--- src/rtl/rbcp_axil_master.sv ---
// rbcp_axil_master: bridges SiTCP RBCP byte accesses onto single-beat AXI4-Lite
// master transactions. Each RBCP byte maps to one lane of an aligned 32-bit word.
// Optional feature: define RBCP_TIMEOUT_EN to force completion of a stalled
// transaction after TIMEOUT busy cycles (read data 8'hFF, error counted).
`timescale 1ns/1ps
module rbcp_axil_master #(
  parameter int unsigned           AXI_ADDR_W = 32,
  parameter logic [AXI_ADDR_W-1:0] BASE_ADDR  = '0,
  parameter int unsigned           TIMEOUT    = 255
) (
  input  logic                  clk,
  input  logic                  rst,
  input  logic                  rbcp_act,
  input  logic [31:0]           rbcp_addr,
  input  logic                  rbcp_we,
  input  logic [7:0]            rbcp_wd,
  input  logic                  rbcp_re,
  output logic [7:0]            rbcp_rd,
  output logic                  rbcp_ack,
  output logic [AXI_ADDR_W-1:0] m_axi_awaddr,
  output logic                  m_axi_awvalid,
  input  logic                  m_axi_awready,
  output logic [31:0]           m_axi_wdata,
  output logic [3:0]            m_axi_wstrb,
  output logic                  m_axi_wvalid,
  input  logic                  m_axi_wready,
  input  logic [1:0]            m_axi_bresp,
  input  logic                  m_axi_bvalid,
  output logic                  m_axi_bready,
  output logic [AXI_ADDR_W-1:0] m_axi_araddr,
  output logic                  m_axi_arvalid,
  input  logic                  m_axi_arready,
  input  logic [31:0]           m_axi_rdata,
  input  logic [1:0]            m_axi_rresp,
  input  logic                  m_axi_rvalid,
  output logic                  m_axi_rready,
  output logic [7:0]            err_cnt
);

  typedef enum logic [2:0] {IDLE, WR_REQ, WR_RESP, RD_REQ, RD_RESP, ACK} state_t;

  // The timeout counter is 8 bits wide, so the limit must fit in it.
  if (TIMEOUT < 1 || TIMEOUT > 255) begin : g_bad_timeout
    $error("rbcp_axil_master: TIMEOUT must be in 1..255");
  end

  state_t                state_q, state_d;
  logic                  awvalid_q, awvalid_d, wvalid_q, wvalid_d, bready_q, bready_d;
  logic                  arvalid_q, arvalid_d, rready_q, rready_d, ack_q, ack_d;
  logic                  act_ok_q, act_ok_d;
  logic [7:0]            rd_q, rd_d, wd_q, wd_d, err_q, err_d;
  logic [3:0]            strb_q, strb_d;
  logic [1:0]            off_q, off_d;
  logic [AXI_ADDR_W-1:0] addr_q, addr_d, addr_c;
  logic [31:0]           word_addr_c;
  logic                  err_inc_c;
  logic                  tmo_c;

  // Word-aligned AXI address for the incoming RBCP byte address.
  always_comb begin
    word_addr_c = {rbcp_addr[31:2], 2'b00};
    addr_c      = BASE_ADDR + AXI_ADDR_W'(word_addr_c);
  end

`ifdef RBCP_TIMEOUT_EN
  logic [7:0] tmo_cnt_q, tmo_cnt_d;
  logic       busy_c;

  // Busy-cycle counter: zero in IDLE/ACK, so it restarts on every new transaction.
  always_comb begin
    busy_c    = (state_q == WR_REQ) || (state_q == WR_RESP) ||
                (state_q == RD_REQ) || (state_q == RD_RESP);
    tmo_cnt_d = busy_c ? tmo_cnt_q + 8'd1 : 8'd0;
    tmo_c     = busy_c && (tmo_cnt_d == 8'(TIMEOUT));
  end

  // Timeout counter register.
  always_ff @(posedge clk) begin
    if (rst) tmo_cnt_q <= 8'd0;
    else     tmo_cnt_q <= tmo_cnt_d;
  end
`else
  assign tmo_c = 1'b0;
`endif

  // Next-state and next-output logic; outputs are registered from the _d values.
  always_comb begin
    state_d   = state_q;
    awvalid_d = awvalid_q;
    wvalid_d  = wvalid_q;
    bready_d  = bready_q;
    arvalid_d = arvalid_q;
    rready_d  = rready_q;
    ack_d     = 1'b0;
    act_ok_d  = act_ok_q & rbcp_act;
    rd_d      = rd_q;
    wd_d      = wd_q;
    strb_d    = strb_q;
    off_d     = off_q;
    addr_d    = addr_q;
    err_inc_c = 1'b0;
    unique case (state_q)
      IDLE: begin
        act_ok_d = 1'b1;
        if (rbcp_act && rbcp_we) begin
          state_d   = WR_REQ;
          awvalid_d = 1'b1;
          wvalid_d  = 1'b1;
          addr_d    = addr_c;
          wd_d      = rbcp_wd;
          strb_d    = 4'b0001 << rbcp_addr[1:0];
          off_d     = rbcp_addr[1:0];
        end else if (rbcp_act && rbcp_re) begin
          state_d   = RD_REQ;
          arvalid_d = 1'b1;
          addr_d    = addr_c;
          off_d     = rbcp_addr[1:0];
        end
      end
      WR_REQ: begin
        if (awvalid_q && m_axi_awready) awvalid_d = 1'b0;
        if (wvalid_q && m_axi_wready)   wvalid_d  = 1'b0;
        if (!awvalid_d && !wvalid_d) begin
          state_d  = WR_RESP;
          bready_d = 1'b1;
        end
      end
      WR_RESP: begin
        if (m_axi_bvalid) begin
          state_d   = ACK;
          bready_d  = 1'b0;
          ack_d     = act_ok_d;
          err_inc_c = (m_axi_bresp != 2'b00);
        end
      end
      RD_REQ: begin
        if (m_axi_arready) begin
          state_d   = RD_RESP;
          arvalid_d = 1'b0;
          rready_d  = 1'b1;
        end
      end
      RD_RESP: begin
        if (m_axi_rvalid) begin
          state_d   = ACK;
          rready_d  = 1'b0;
          rd_d      = m_axi_rdata[{off_q, 3'b000} +: 8];
          ack_d     = act_ok_d;
          err_inc_c = (m_axi_rresp != 2'b00);
        end
      end
      ACK:     state_d = IDLE;
      default: state_d = IDLE;
    endcase
    // Forced completion of a stalled transaction; a normal completion wins.
    if (tmo_c && state_d != ACK) begin
      if (state_q == RD_REQ || state_q == RD_RESP) rd_d = 8'hFF;
      state_d   = ACK;
      awvalid_d = 1'b0;
      wvalid_d  = 1'b0;
      bready_d  = 1'b0;
      arvalid_d = 1'b0;
      rready_d  = 1'b0;
      ack_d     = act_ok_d;
      err_inc_c = 1'b1;
    end
    err_d = (err_inc_c && err_q != 8'hFF) ? err_q + 8'd1 : err_q;
  end

  // State and output registers with synchronous reset.
  always_ff @(posedge clk) begin
    if (rst) begin
      state_q   <= IDLE;
      awvalid_q <= 1'b0;
      wvalid_q  <= 1'b0;
      bready_q  <= 1'b0;
      arvalid_q <= 1'b0;
      rready_q  <= 1'b0;
      ack_q     <= 1'b0;
      act_ok_q  <= 1'b0;
      rd_q      <= 8'd0;
      wd_q      <= 8'd0;
      strb_q    <= 4'd0;
      off_q     <= 2'd0;
      addr_q    <= '0;
      err_q     <= 8'd0;
    end else begin
      state_q   <= state_d;
      awvalid_q <= awvalid_d;
      wvalid_q  <= wvalid_d;
      bready_q  <= bready_d;
      arvalid_q <= arvalid_d;
      rready_q  <= rready_d;
      ack_q     <= ack_d;
      act_ok_q  <= act_ok_d;
      rd_q      <= rd_d;
      wd_q      <= wd_d;
      strb_q    <= strb_d;
      off_q     <= off_d;
      addr_q    <= addr_d;
      err_q     <= err_d;
    end
  end

  assign rbcp_rd       = rd_q;
  assign rbcp_ack      = ack_q;
  assign m_axi_awaddr  = addr_q;
  assign m_axi_araddr  = addr_q;
  assign m_axi_awvalid = awvalid_q;
  assign m_axi_wvalid  = wvalid_q;
  assign m_axi_wdata   = {4{wd_q}};
  assign m_axi_wstrb   = strb_q;
  assign m_axi_bready  = bready_q;
  assign m_axi_arvalid = arvalid_q;
  assign m_axi_rready  = rready_q;
  assign err_cnt       = err_q;

endmodule
--- config.mk ---
export PLATFORM = sky130hd
export DESIGN_NAME = rbcp_axil_master
export DESIGN_NICKNAME = d
export VERILOG_FILES = /design/src/rtl/rbcp_axil_master.sv
export SDC_FILE = /design/constraint.sdc
export NUM_CORES = 1
export LEC_CHECK = 0
export ABC_CLOCK_PERIOD_IN_PS = 2400
export CORE_MARGIN = 10
export CORE_UTILIZATION = 37
export DETAILED_ROUTE_END_ITERATION = 10
export GPL_TIMING_DRIVEN = 0
export PLACE_DENSITY = 0.8
export SLEW_MARGIN = 25
export SYNTH_ARGS = -nofsm -noshare
export SYNTH_HDL_FRONTEND = slang
export SYNTH_SLANG_ARGS = --single-unit
export TNS_END_PERCENT = 50
--- constraint.sdc ---
create_clock -name clk -period 2.4 [get_ports clk]
set_clock_uncertainty 0.05 [all_clocks]
set_input_delay 0.48 -clock clk [delete_from_list [all_inputs] [get_ports clk]]
set_output_delay 0.48 -clock clk [all_outputs]
set_load 0.01 [all_outputs]
==> results of run 1 <==
## area by class of cell
| type | count | area [um^2] |
|---|---|---|
| Multi-Input combinational cell | 254 | 1400 |
| Sequential cell | 70 | 1400 |
| Buffer | 83 | 547 |
| Inverter | 7 | 26.3 |
| Timing Repair Buffer | 203 | 2030 |
| Tap cell | 108 | 135 |
| Clock buffer | 11 | 131 |
| Clock inverter | 5 | 50.0 |
| Fill cell | 782 | 3080 |
## sequential cells by signal (all words and copies together) (netlist names)
| register | count |
|---|---|
| m_axi_arvalid | 1 |
| m_axi_araddr | 30 |
| m_axi_wvalid | 1 |
| rbcp_rd | 8 |
| off_q | 2 |
| act_ok_q | 1 |
| m_axi_awvalid | 1 |
| m_axi_rready | 1 |
| rbcp_ack | 1 |
| m_axi_wstrb | 4 |
| err_cnt | 8 |
| m_axi_bready | 1 |
| state_q | 3 |
| wd_q | 8 |
## layer usage
layer,track usage,vias to the layer above,wire [um]
met3,0.0714,10,1180
met2,0.317,162,6180
met5,0,-,0
met4,0.0591,0,140
met1,0.180,1667,4570
li1,-,1760,-
## worst max-delay path by stage
stage | start | to | slack [ns] | cells after the start
global placement | rbcp_act | m_axi_araddr[28] | -0.09 | 6
detailed placement | rbcp_act | m_axi_araddr[28] | -0.13 | 6
finish | rbcp_act | m_axi_araddr[28] | 0.21 | 6
floorplan | state_q[2] | err_cnt[5] | 0.69 | 5
CTS | rbcp_act | m_axi_araddr[28] | 0.22 | 6
global route | rbcp_act | m_axi_araddr[28] | 0.008 | 6
## stage by stage
step / total power (uW) / instance area, um^2 / hold slack (ns) / setup slack (ns)
2_1_floorplan: 2370 / 3380 / 0.372 / 0.690
3_3_place_gp: 3190 / 5540 / 0.388 / -0.0905
3_5_place_dp: 3240 / 5540 / 0.394 / -0.129
4_1_cts: 4140 / 5720 / 0.401 / 0.216
5_1_grt: 4350 / 5720 / 0.433 / 0.00810
6_report: 4100 / 5720 / 0.402 / 0.215
## power groups by stage
stage | logic (uW) | registers, uW | clock network (uW)
2_1_floorplan | 842 | 1530 | 0
3_3_place_gp | 1710 | 1470 | 0
3_5_place_dp | 1760 | 1490 | 0
4_1_cts | 1760 | 1460 | 922
5_1_grt | 1890 | 1480 | 976
6_report | 1740 | 1460 | 895
## layout by cell type (no fill, tap or decap), drive strengths merged, types with 2 or more instances in the layout
cell type,n
nand3b,3
conb,4
buf,66
a21oi,62
nand3,3
clkinv,4
and3,3
nor3,3
o31ai,3
nor4,4
nand2b,3
mux4,8
or3,3
inv,7
o32ai,2
nor4b,2
a211oi,2
dfxtp,70
clkbuf,28
nor2b,2
a22oi,2
nand2,109
clkdlybuf4s50,203
o21ai,9
nor2,9
## worst reg2reg max path, cell delays in order (launching register included)
cell	delay [ns]
dfxtp_1	0.40
ha_1	0.22
nand2_1	0.14
nor3_1	0.63
nor4_1	0.13
mux2_2	0.30
## cell families (layout without fill, tap and decap cells)
kind of cell / Yosys count / in the layout / synth area share
mux: 10 / 10 / 0.0599
fa+ha+maj: 1 / 1 / 0.00372
other cells: 1 / 4 / 0.00111
buf+inv: 90 / 309 / 0.170
flops: 70 / 70 / 0.417
simple gates: 149 / 149 / 0.196
compound gates: 90 / 90 / 0.152
==> run summary, run 1 <==
SETUP PATH
-----------------------------------------------------------------------------------------
Crit path largest cell delay ...............................................      0.60 ns
Type of the setup path with the least slack ................................    in -> reg
Endpoint kind of the worst setup timing path ...............................     register
Worst reg-to-reg setup slack ...............................................      0.41 ns
Worst-case reg-to-reg path depth ...........................................            5
Largest fanout on the critical path ........................................           10
Critical path buffers and inverters ........................................            2
Slowest stage cell on the critical path .................................... clkdlybuf4s50_1
Cell chain of the critical path ............................................ clkdlybuf4s50_1 -> o21ai_0 -> nor4_2 -> clkbuf_1 -> nand2_1 -> a21oi_1
Startpoint of the lowest-slack register-to-register path ...................   err_cnt[0]
Reg2Reg Capture Point ......................................................   err_cnt[5]
Endpoint required time on the critical path ................................      2.61 ns
Largest delay share family, worst path ..................................... buffers and inverters
Launching element type of the critical path ................................    input pin
Critical path data arrival time ............................................      2.40 ns

SYNTH
-----------------------------------------------------------------------------------------
Yosys cell types ...........................................................           46
Synthesis warning total ....................................................            0
Synthesized instance count .................................................          411
Proportion of synthesized chip area in sequential cells ....................        0.417
Most common cell in the netlist ............................................      nand2_1
Area fraction of the dominant cell type after synthesis ....................        0.417
Primary flip-flop cell chosen by synthesis mapping .........................      dfxtp_1
Cell type with the highest aggregate area in the netlist ...................      dfxtp_1
Average footprint of a synthesized cell ....................................    8.19 um^2
Proportion of register bits with asynchronous set or reset after synthesis .            0
Cell types with the largest area share after synthesis ..................... dfxtp_1, buf_4, nand2_1
Count of flip-flops with a built-in enable after synthesis .................            0
Register bit total from synthesis ..........................................           70
Commonest cells in the netlist ............................................. nand2_1, dfxtp_1, a21oi_1
Summed instance area of the synthesized netlist ............................ 0.00336 mm^2

POWER AND IR DROP
-----------------------------------------------------------------------------------------
Internal power .............................................................      2760 uW
Net Sw Frac ................................................................        0.325
Static Leakage .............................................................   0.00216 uW
Part of the power in registers .............................................        0.356
Fraction of power consumed by combinational cells ..........................        0.426
Worst IR Drop VDD ..........................................................     0.347 mV
Net switching power of the design ..........................................      1330 uW
Clock Power Share ..........................................................        0.219
Cell area power density ....................................................  716 mW/mm^2

GLOBAL ROUTING
-----------------------------------------------------------------------------------------
Via count of the first global-routing pass .................................         3762
Global-route wire length before repair .....................................     18700 um
Antenna violations before repair ...........................................            0
GRT Util Overall ...........................................................        0.175
Aggregate global routing overflow ..........................................            0
Maximum number of pins on one net before global-route repair ...............           12

CTS
-----------------------------------------------------------------------------------------
Hold buffers post-CTS ......................................................            0
Clock buffer depth .........................................................            2
CTS HTree Levels ...........................................................            3
Resized cells post-CTS .....................................................            0
Setup repair bufs after CTS ................................................            0
Clock tree from TritonCTS ..................................................          yes
Skew-Pair Late Insertion Delay .............................................      0.33 ns
Number of clock sinks ......................................................           70
TritonCTS Buffers ..........................................................            9
Cell at the root of the clock tree .........................................     clkbuf_8
Clock transition at the registers of the reported paths ....................      0.07 ns

FINISH
-----------------------------------------------------------------------------------------
Finished Layout Cells ......................................................          741
Synth-to-Final Area Change .................................................        70.1%
Share of layout cells above drive strength 1 ...............................        0.142
ANT cells ..................................................................            0
Net total in the final layout ..............................................          715
Share of the core filled with cells ........................................        0.650

TIMING
-----------------------------------------------------------------------------------------
Final worst-path cycle share ...............................................        0.910
Setup TNS ..................................................................         0 ns
Hold violation count in the final report ...................................            0
Fin crit period ............................................................      2.19 ns
Setup-failing EPs final ....................................................            0
Max-slew violation total from the final report .............................            0
Fmax .......................................................................      458 MHz
Slew at the pin closest to its max-slew limit ..............................     0.779 ns
Relative slew margins ......................................................        0.477
Setup repair after global routing missed its margin ........................           no

PLACEMENT
-----------------------------------------------------------------------------------------
Routability congestion estimate from global placement ......................        0.848
Total placed cells including tap cells .....................................          725
Dpl hpwl ...................................................................      9960 um
Number of I/O port buffers .................................................          203

DRT
-----------------------------------------------------------------------------------------
Detailed Routing Iterations Pass 1 .........................................            5
1st-iter DRT viols .........................................................          152
Final routed wire length divided by cell count .............................      16.3 um
Remaining DRCs .............................................................            0
Average vias per placed instance ...........................................         4.86
Final Routed Wirelength ....................................................     12100 um
Via count ..................................................................         3599
Post-detailed-route count of antenna-violating nets ........................            0

FLOORPLAN
-----------------------------------------------------------------------------------------
Core area .................................................................. 0.00881 mm^2
Chip Width .................................................................       115 um
Die height .................................................................       115 um
Effective utilization at floorplan .........................................        0.382
Number of cell rows ........................................................           34
Area of the die ............................................................  0.0133 mm^2
I/O pin count ..............................................................          208

HOLD PATH
-----------------------------------------------------------------------------------------
Worst Hold End ............................................................. m_axi_wstrb[1]
Min-delay src .............................................................. m_axi_wstrb[1]
Worst min path class .......................................................   reg -> reg
Number of cells on the worst hold path .....................................            2

STATUS
-----------------------------------------------------------------------------------------
Outcome ....................................................................    completed

FLOW RUN
-----------------------------------------------------------------------------------------
Max-cap violations .........................................................            0

No activity file was read; power rests on OpenSTA's default activity.
==> inputs of run 2 (changes only) <==
Settings changed: RECOVER_POWER from default to 25, REMOVE_ABC_BUFFERS from default to 1.
==> run summary, run 2 (synthesized netlist as in run 1, its figures left out) <==
DRT
-------------------------------------------------------------------------------------
Via count ..............................................................         3281   -8.8%
Remaining DRCs .........................................................            0   unchanged
Average vias per placed instance .......................................         4.92   +1.3%
Final routed wire length divided by cell count .........................      17.6 um   +8.0%
Final Routed Wirelength ................................................     11700 um   -2.8%
Detailed Routing Iterations Pass 1 .....................................            5   unchanged
1st-iter DRT viols .....................................................          137   -9.9%
Post-detailed-route count of antenna-violating nets ....................            0   unchanged

TIMING
-------------------------------------------------------------------------------------
Fmax ...................................................................      439 MHz   -4.1%
Setup-failing EPs final ................................................            0   unchanged
Max-slew violation total from the final report .........................            0   unchanged
Slew at the pin closest to its max-slew limit ..........................     0.715 ns   -0.0641 ns
Setup TNS ..............................................................         0 ns   unchanged
Fin crit period ........................................................      2.28 ns   +0.0936 ns
Final setup slack of the worst path ....................................     0.121 ns   -0.0936 ns
Worst hold-check slack .................................................     0.400 ns   -0.00108 ns
Relative slew margins ..................................................        0.520   +0.0430
Final worst-path cycle share ...........................................        0.950   +0.0390
Hold violation count in the final report ...............................            0   unchanged

SETUP PATH
-------------------------------------------------------------------------------------
Critical path buffers and inverters ....................................            3   +1
Worst-case reg-to-reg path depth .......................................            4   -1
Slowest stage cell on the critical path ................................ clkdlybuf4s50_1
Largest fanout on the critical path ....................................           15   +5
Type of the setup path with the least slack ............................    in -> reg
Endpoint required time on the critical path ............................      2.61 ns   about the same
Cell chain of the critical path ........................................ clkdlybuf4s50_1 -> o21ai_0 -> nor4_4 -> buf_4 -> buf_4 -> nand2_1 -> a21oi_1
Stages on the worst setup path .........................................            7   +1
Critical path data arrival time ........................................      2.49 ns   +0.09 ns
Launching element type of the critical path ............................    input pin
Largest delay share family, worst path ................................. buffers and inverters
Endpoint kind of the worst setup timing path ...........................     register
Most numerous cell on the critical path ................................        buf_4
Crit path largest cell delay ...........................................      0.59 ns   about the same

FLOORPLAN
-------------------------------------------------------------------------------------
I/O pin count ..........................................................          208   unchanged
Chip Width .............................................................       115 um   unchanged
Effective utilization at floorplan .....................................        0.382   unchanged
Die height .............................................................       115 um   unchanged
Area of the die ........................................................  0.0133 mm^2   unchanged
Number of cell rows ....................................................           34   unchanged
Core area .............................................................. 0.00881 mm^2   unchanged

HOLD PATH
-------------------------------------------------------------------------------------
Number of cells on the worst hold path .................................            2   unchanged
Worst min path class ...................................................   reg -> reg

GLOBAL ROUTING
-------------------------------------------------------------------------------------
Via count of the first global-routing pass .............................         3457   -8.1%
Global-route wire length before repair .................................     17900 um   -4.1%
GRT Util Overall .......................................................        0.170   -0.00527
Aggregate global routing overflow ......................................            0   unchanged
Antenna violations before repair .......................................            0   unchanged
Maximum number of pins on one net before global-route repair ...........           44   +32

CTS
-------------------------------------------------------------------------------------
Clock tree from TritonCTS ..............................................          yes
Clock buffer depth .....................................................            2   unchanged
Skew-Pair Late Insertion Delay .........................................      0.33 ns   about the same
Hold buffers post-CTS ..................................................            0   unchanged
Cell at the root of the clock tree .....................................     clkbuf_8
CTS HTree Levels .......................................................            3   unchanged
TritonCTS Buffers ......................................................            9   unchanged
Clock transition at the registers of the reported paths ................      0.07 ns   about the same
Number of clock sinks ..................................................           70   unchanged

STATUS
-------------------------------------------------------------------------------------
Outcome ................................................................    completed

FLOW RUN
-------------------------------------------------------------------------------------
Max-cap violations .....................................................            0   unchanged

FINISH
-------------------------------------------------------------------------------------
Max reg flops ..........................................................           30   unchanged
Synth-to-Final Area Change .............................................        58.6%
Most frequent standard cell in the layout excluding fill and tap cells . clkdlybuf4s50_1
Share of layout cells above drive strength 1 ...........................       0.0698   -0.0724
Net total in the final layout ..........................................          641   -10%
ANT cells ..............................................................            0   unchanged
Most frequent cells in the layout ...................................... clkdlybuf4s50_1, nand2_1, dfxtp_1, a21oi_1, dlygate4sd3_1

POWER AND IR DROP
-------------------------------------------------------------------------------------
Cell area power density ................................................  776 mW/mm^2   +8.5%
Worst IR Drop VDD ......................................................     0.380 mV   +9.3%
Static Leakage .........................................................   0.00197 uW   -8.8%

PLACEMENT
-------------------------------------------------------------------------------------
Number of I/O port buffers .............................................          203   unchanged
Dpl hpwl ...............................................................      9340 um   -6.3%
Worst slack at placement ...............................................    -0.517 ns   -0.387 ns
Routability congestion estimate from global placement ..................        0.781   -8.0%

==> run 2: changes by cell type in the layout (fill, tap and decap cells not counted), moves of 2 or more <==
| cell | change |
|---|---|
| buf_2 | -4 |
| buf_4 | -51 |
| bufinv_16 | +2 |
| clkbuf_1 | -18 |
| clkdlybuf4s50_1 | -35 |
| clkinv_2 | -3 |
| clkinvlp_4 | +2 |
| dlygate4sd3_1 | +34 |
==> run 2: report_power, final <==
group | internal [uW] | leakage, uW | switching (uW)
Sequential | 1330 | 0.000570 | 211
Combinational | 801 | 0.00128 | 670
Clock | 689 | 0.000112 | 440
==> run 2: path summary, 6_finish.rpt <==
kind / end / slack (ns) / startpoint
worst max-delay path: m_axi_araddr[27] / 0.12 / rbcp_act
worst min-delay path: rbcp_rd[7] / 0.40 / rbcp_rd[7]
worst max register to register: err_cnt[5] / 0.16 / state_q[2]
worst min register to register: rbcp_rd[7] / 0.40 / rbcp_rd[7]
==> run 2: worst reg2reg max path, cell delays in order, from the launching register on <==
cell,delay [ns]
dfxtp_1,0.47
nand2b_1,0.36
o32a_2,0.54
nor4_1,0.34
mux2_2,0.38
==> run 2: layout make-up <==
class,instances,area (um^2)
clock inverter,6,110
clock buffer,10,128
sequential,70,1400
inverter,7,26.3
fill,744,3470
multi-input combinational,254,1430
timing repair buffer,212,2110
tap,108,135
==> run 2: repair_timing <==
item | 4_1_cts | 5_1_grt
resized for setup | 1 | 3
pin swaps | 0 | 1
endpoints found under the setup margin | 2 | 11
setup buffers | 0 | 3
endpoints found under the hold margin | 0 | 0
==> run 2: per-layer routing <==
layer | vias up | part of all wire | global-route usage
li1 | 1621 | - | -
met4 | 0 | 0.011 | 0.0557
met5 | - | 0 | 0
met2 | 124 | 0.52 | 0.309
met1 | 1526 | 0.38 | 0.174
met3 | 10 | 0.088 | 0.0672
==> run 2: per-stage QoR <==
step / util / std cells / cell area [um^2] / power, uW
2_1_floorplan: - / 331 / 2830 / 2120
3_3_place_gp: 0.567 / 642 / 5000 / 2960
3_5_place_dp: 0.574 / 648 / 5060 / 3040
4_1_cts: 0.602 / 664 / 5300 / 4180
5_1_grt: 0.606 / 667 / 5340 / 4380
6_report: 0.606 / 667 / 5340 / 4140
==> inputs of run 3 (changes only) <==
Settings changed: CORE_ASPECT_RATIO from default to 0.7, CORE_UTILIZATION 37 to 30, PLACE_DENSITY 0.8 to 0.69.
==> run summary, run 3 (synthesized netlist as in run 1, its figures left out) <==
GLOBAL ROUTING
-------------------------------------------------------------------------------------
Maximum number of pins on one net before global-route repair ...........           72   +64%
Global-route wire length before repair .................................     17800 um   -0.39%
Aggregate global routing overflow ......................................            0   unchanged
Antenna violations before repair .......................................            0   unchanged
GRT Util Overall .......................................................        0.141   -0.0288
Via count of the first global-routing pass .............................         3347   -3.2%

POWER AND IR DROP
-------------------------------------------------------------------------------------
Net switching power of the design ......................................      1380 uW   +4.6%
Net Sw Frac ............................................................        0.309   -0.00959
Clock Power Share ......................................................        0.330   +0.057
Static Leakage .........................................................   0.00201 uW   +2.1%
Internal power .........................................................      3090 uW   +9.4%
Worst IR Drop VDD ......................................................     0.360 mV   -5.2%
Cell area power density ................................................  815 mW/mm^2   +5.0%
Part of the power in registers .........................................        0.345   -0.027
Fraction of power consumed by combinational cells ......................        0.325   -0.030
Final Power ............................................................      4470 uW   +7.9%

CTS
-------------------------------------------------------------------------------------
Skew-Pair Late Insertion Delay .........................................      0.33 ns   about the same
Number of clock sinks ..................................................           70   unchanged
Hold buffers post-CTS ..................................................            0   unchanged
Clock transition at the registers of the reported paths ................      0.06 ns   about the same
Cell at the root of the clock tree .....................................    clkbuf_16
Setup repair bufs after CTS ............................................            0   unchanged
Resized cells post-CTS .................................................            1   unchanged
Clock buffer depth .....................................................            2   unchanged
CTS HTree Levels .......................................................            3   unchanged
Clock tree from TritonCTS ..............................................          yes
TritonCTS Buffers ......................................................            9   unchanged

TIMING
-------------------------------------------------------------------------------------
Max-slew violation total from the final report .........................            0   unchanged
Setup-failing EPs final ................................................            0   unchanged
Setup TNS ..............................................................         0 ns   unchanged
Fin crit period ........................................................      2.31 ns   +0.0335 ns
Setup repair after global routing missed its margin ....................           no
Fmax ...................................................................      432 MHz   -1.4%
Slew at the pin closest to its max-slew limit ..........................     0.732 ns   +0.0171 ns
Relative slew margins ..................................................        0.508   -0.0114
Hold violation count in the final report ...............................            0   unchanged
Final worst-path cycle share ...........................................        0.963   +0.0139

STATUS
-------------------------------------------------------------------------------------
Outcome ................................................................    completed

FLOORPLAN
-------------------------------------------------------------------------------------
Die height .............................................................       109 um   -5.9%
Core area ..............................................................  0.0110 mm^2   +25%
Chip Width .............................................................       147 um   +27%
I/O pin count ..........................................................          208   unchanged
Effective utilization at floorplan .....................................        0.307   -0.0754
Number of cell rows ....................................................           32   -5.9%
Area of the die ........................................................  0.0159 mm^2   +20%

DRT
-------------------------------------------------------------------------------------
Post-detailed-route count of antenna-violating nets ....................            0   unchanged
1st-iter DRT viols .....................................................          180   +31%
Remaining DRCs .........................................................            0   unchanged
Final routed wire length divided by cell count .........................      16.6 um   -5.8%
Detailed Routing Iterations Pass 1 .....................................            4   -1
Via count ..............................................................         3274   -0.21%
Final Routed Wirelength ................................................     11800 um   +0.30%
Average vias per placed instance .......................................         4.61   -6.3%

FINISH
-------------------------------------------------------------------------------------
Most frequent cells in the layout ...................................... clkdlybuf4s50_1, nand2_1, dfxtp_1, a21oi_1, dlygate4sd3_1
Share of layout cells above drive strength 1 ...........................       0.0664   -0.00334
Fill cell count ........................................................         1006   +35%
Synth-to-Final Area Change .............................................        62.9%
Post-Layout Inst Area .................................................. 0.00548 mm^2   +2.7%
ANT cells ..............................................................            0   unchanged
Max reg flops ..........................................................           30   unchanged
Net total in the final layout ..........................................          639   -0.31%
Most frequent standard cell in the layout excluding fill and tap cells . clkdlybuf4s50_1

SETUP PATH
-------------------------------------------------------------------------------------
Type of the setup path with the least slack ............................   reg -> reg
Worst reg-to-reg setup slack ...........................................      0.09 ns   -0.07 ns
Launching element type of the critical path ............................     register
Endpoint kind of the worst setup timing path ...........................     register
Largest fanout on the critical path ....................................           12   -3
Cell chain of the critical path ........................................ nand2b_1 -> o32a_2 -> nor4_1 -> mux2_2
Crit path largest cell delay ...........................................      0.61 ns   +0.02 ns
Endpoint required time on the critical path ............................      2.56 ns   -0.05 ns
Critical path data arrival time ........................................      2.48 ns   about the same
Critical path buffers and inverters ....................................            0   -3
Slowest stage cell on the critical path ................................      dfxtp_1
Largest delay share family, worst path ................................. simple AND/OR/NAND/NOR gates

PLACEMENT
-------------------------------------------------------------------------------------
Routability congestion estimate from global placement ..................        0.758   -2.9%
Dpl hpwl ...............................................................      9190 um   -1.6%
Number of I/O port buffers .............................................          203   unchanged
Area after DPL ......................................................... 0.00513 mm^2   +1.4%

HOLD PATH
-------------------------------------------------------------------------------------
Worst min path class ...................................................    in -> reg

FLOW RUN
-------------------------------------------------------------------------------------
Max-cap violations .....................................................            0   unchanged

==> run 3: worst paths after layout <==
kind,from,endpoint,cells past startpoint
min,rst,m_axi_araddr[2],2
min reg2reg,act_ok_q,rbcp_ack,2
max,state_q[1],err_cnt[5],4
max reg2reg,state_q[1],err_cnt[5],4
==> run 3: cell type report <==
class / instances / area (um^2) / share of cell area
Clock buffer: 11 / 253 / 0.0461
Clock inverter: 5 / 81.3 / 0.0148
Inverter: 7 / 26.3 / 0.00479
Multi-Input combinational cell: 254 / 1430 / 0.261
Sequential cell: 70 / 1400 / 0.256
Tap cell: 153 / 191 / 0.0349
Timing Repair Buffer: 210 / 2100 / 0.383
==> run 3: power by group through the flow <==
stage,registers (uW),logic [uW],clock network [uW]
CTS,1540,1500,1520
global placement,1550,1430,0
finish,1540,1450,1470
detailed placement,1560,1490,0
global route,1570,1580,1560
floorplan,1650,475,0
==> run 3: layer usage <==
metal / global-route usage / vias up / share of wire
met2: 0.248 / 122 / 0.50
met3: 0.0689 / 9 / 0.092
li1: - / 1615 / -
met4: 0.0484 / 0 / 0.0095
met5: 0 / - / 0
met1: 0.146 / 1528 / 0.40
==> run 3: through the flow <==
stage                      util  setup slack [ns]  hold slack [ns]  instances
final                     0.500            0.0877            0.326        710
after global routing      0.500            0.0226            0.321        710
after global placement    0.461             -1.65            0.389        687
after detailed placement  0.467            -0.542            0.392        694
after floorplan               -             0.132            0.372        331
after CTS                 0.498           0.00228            0.308        710
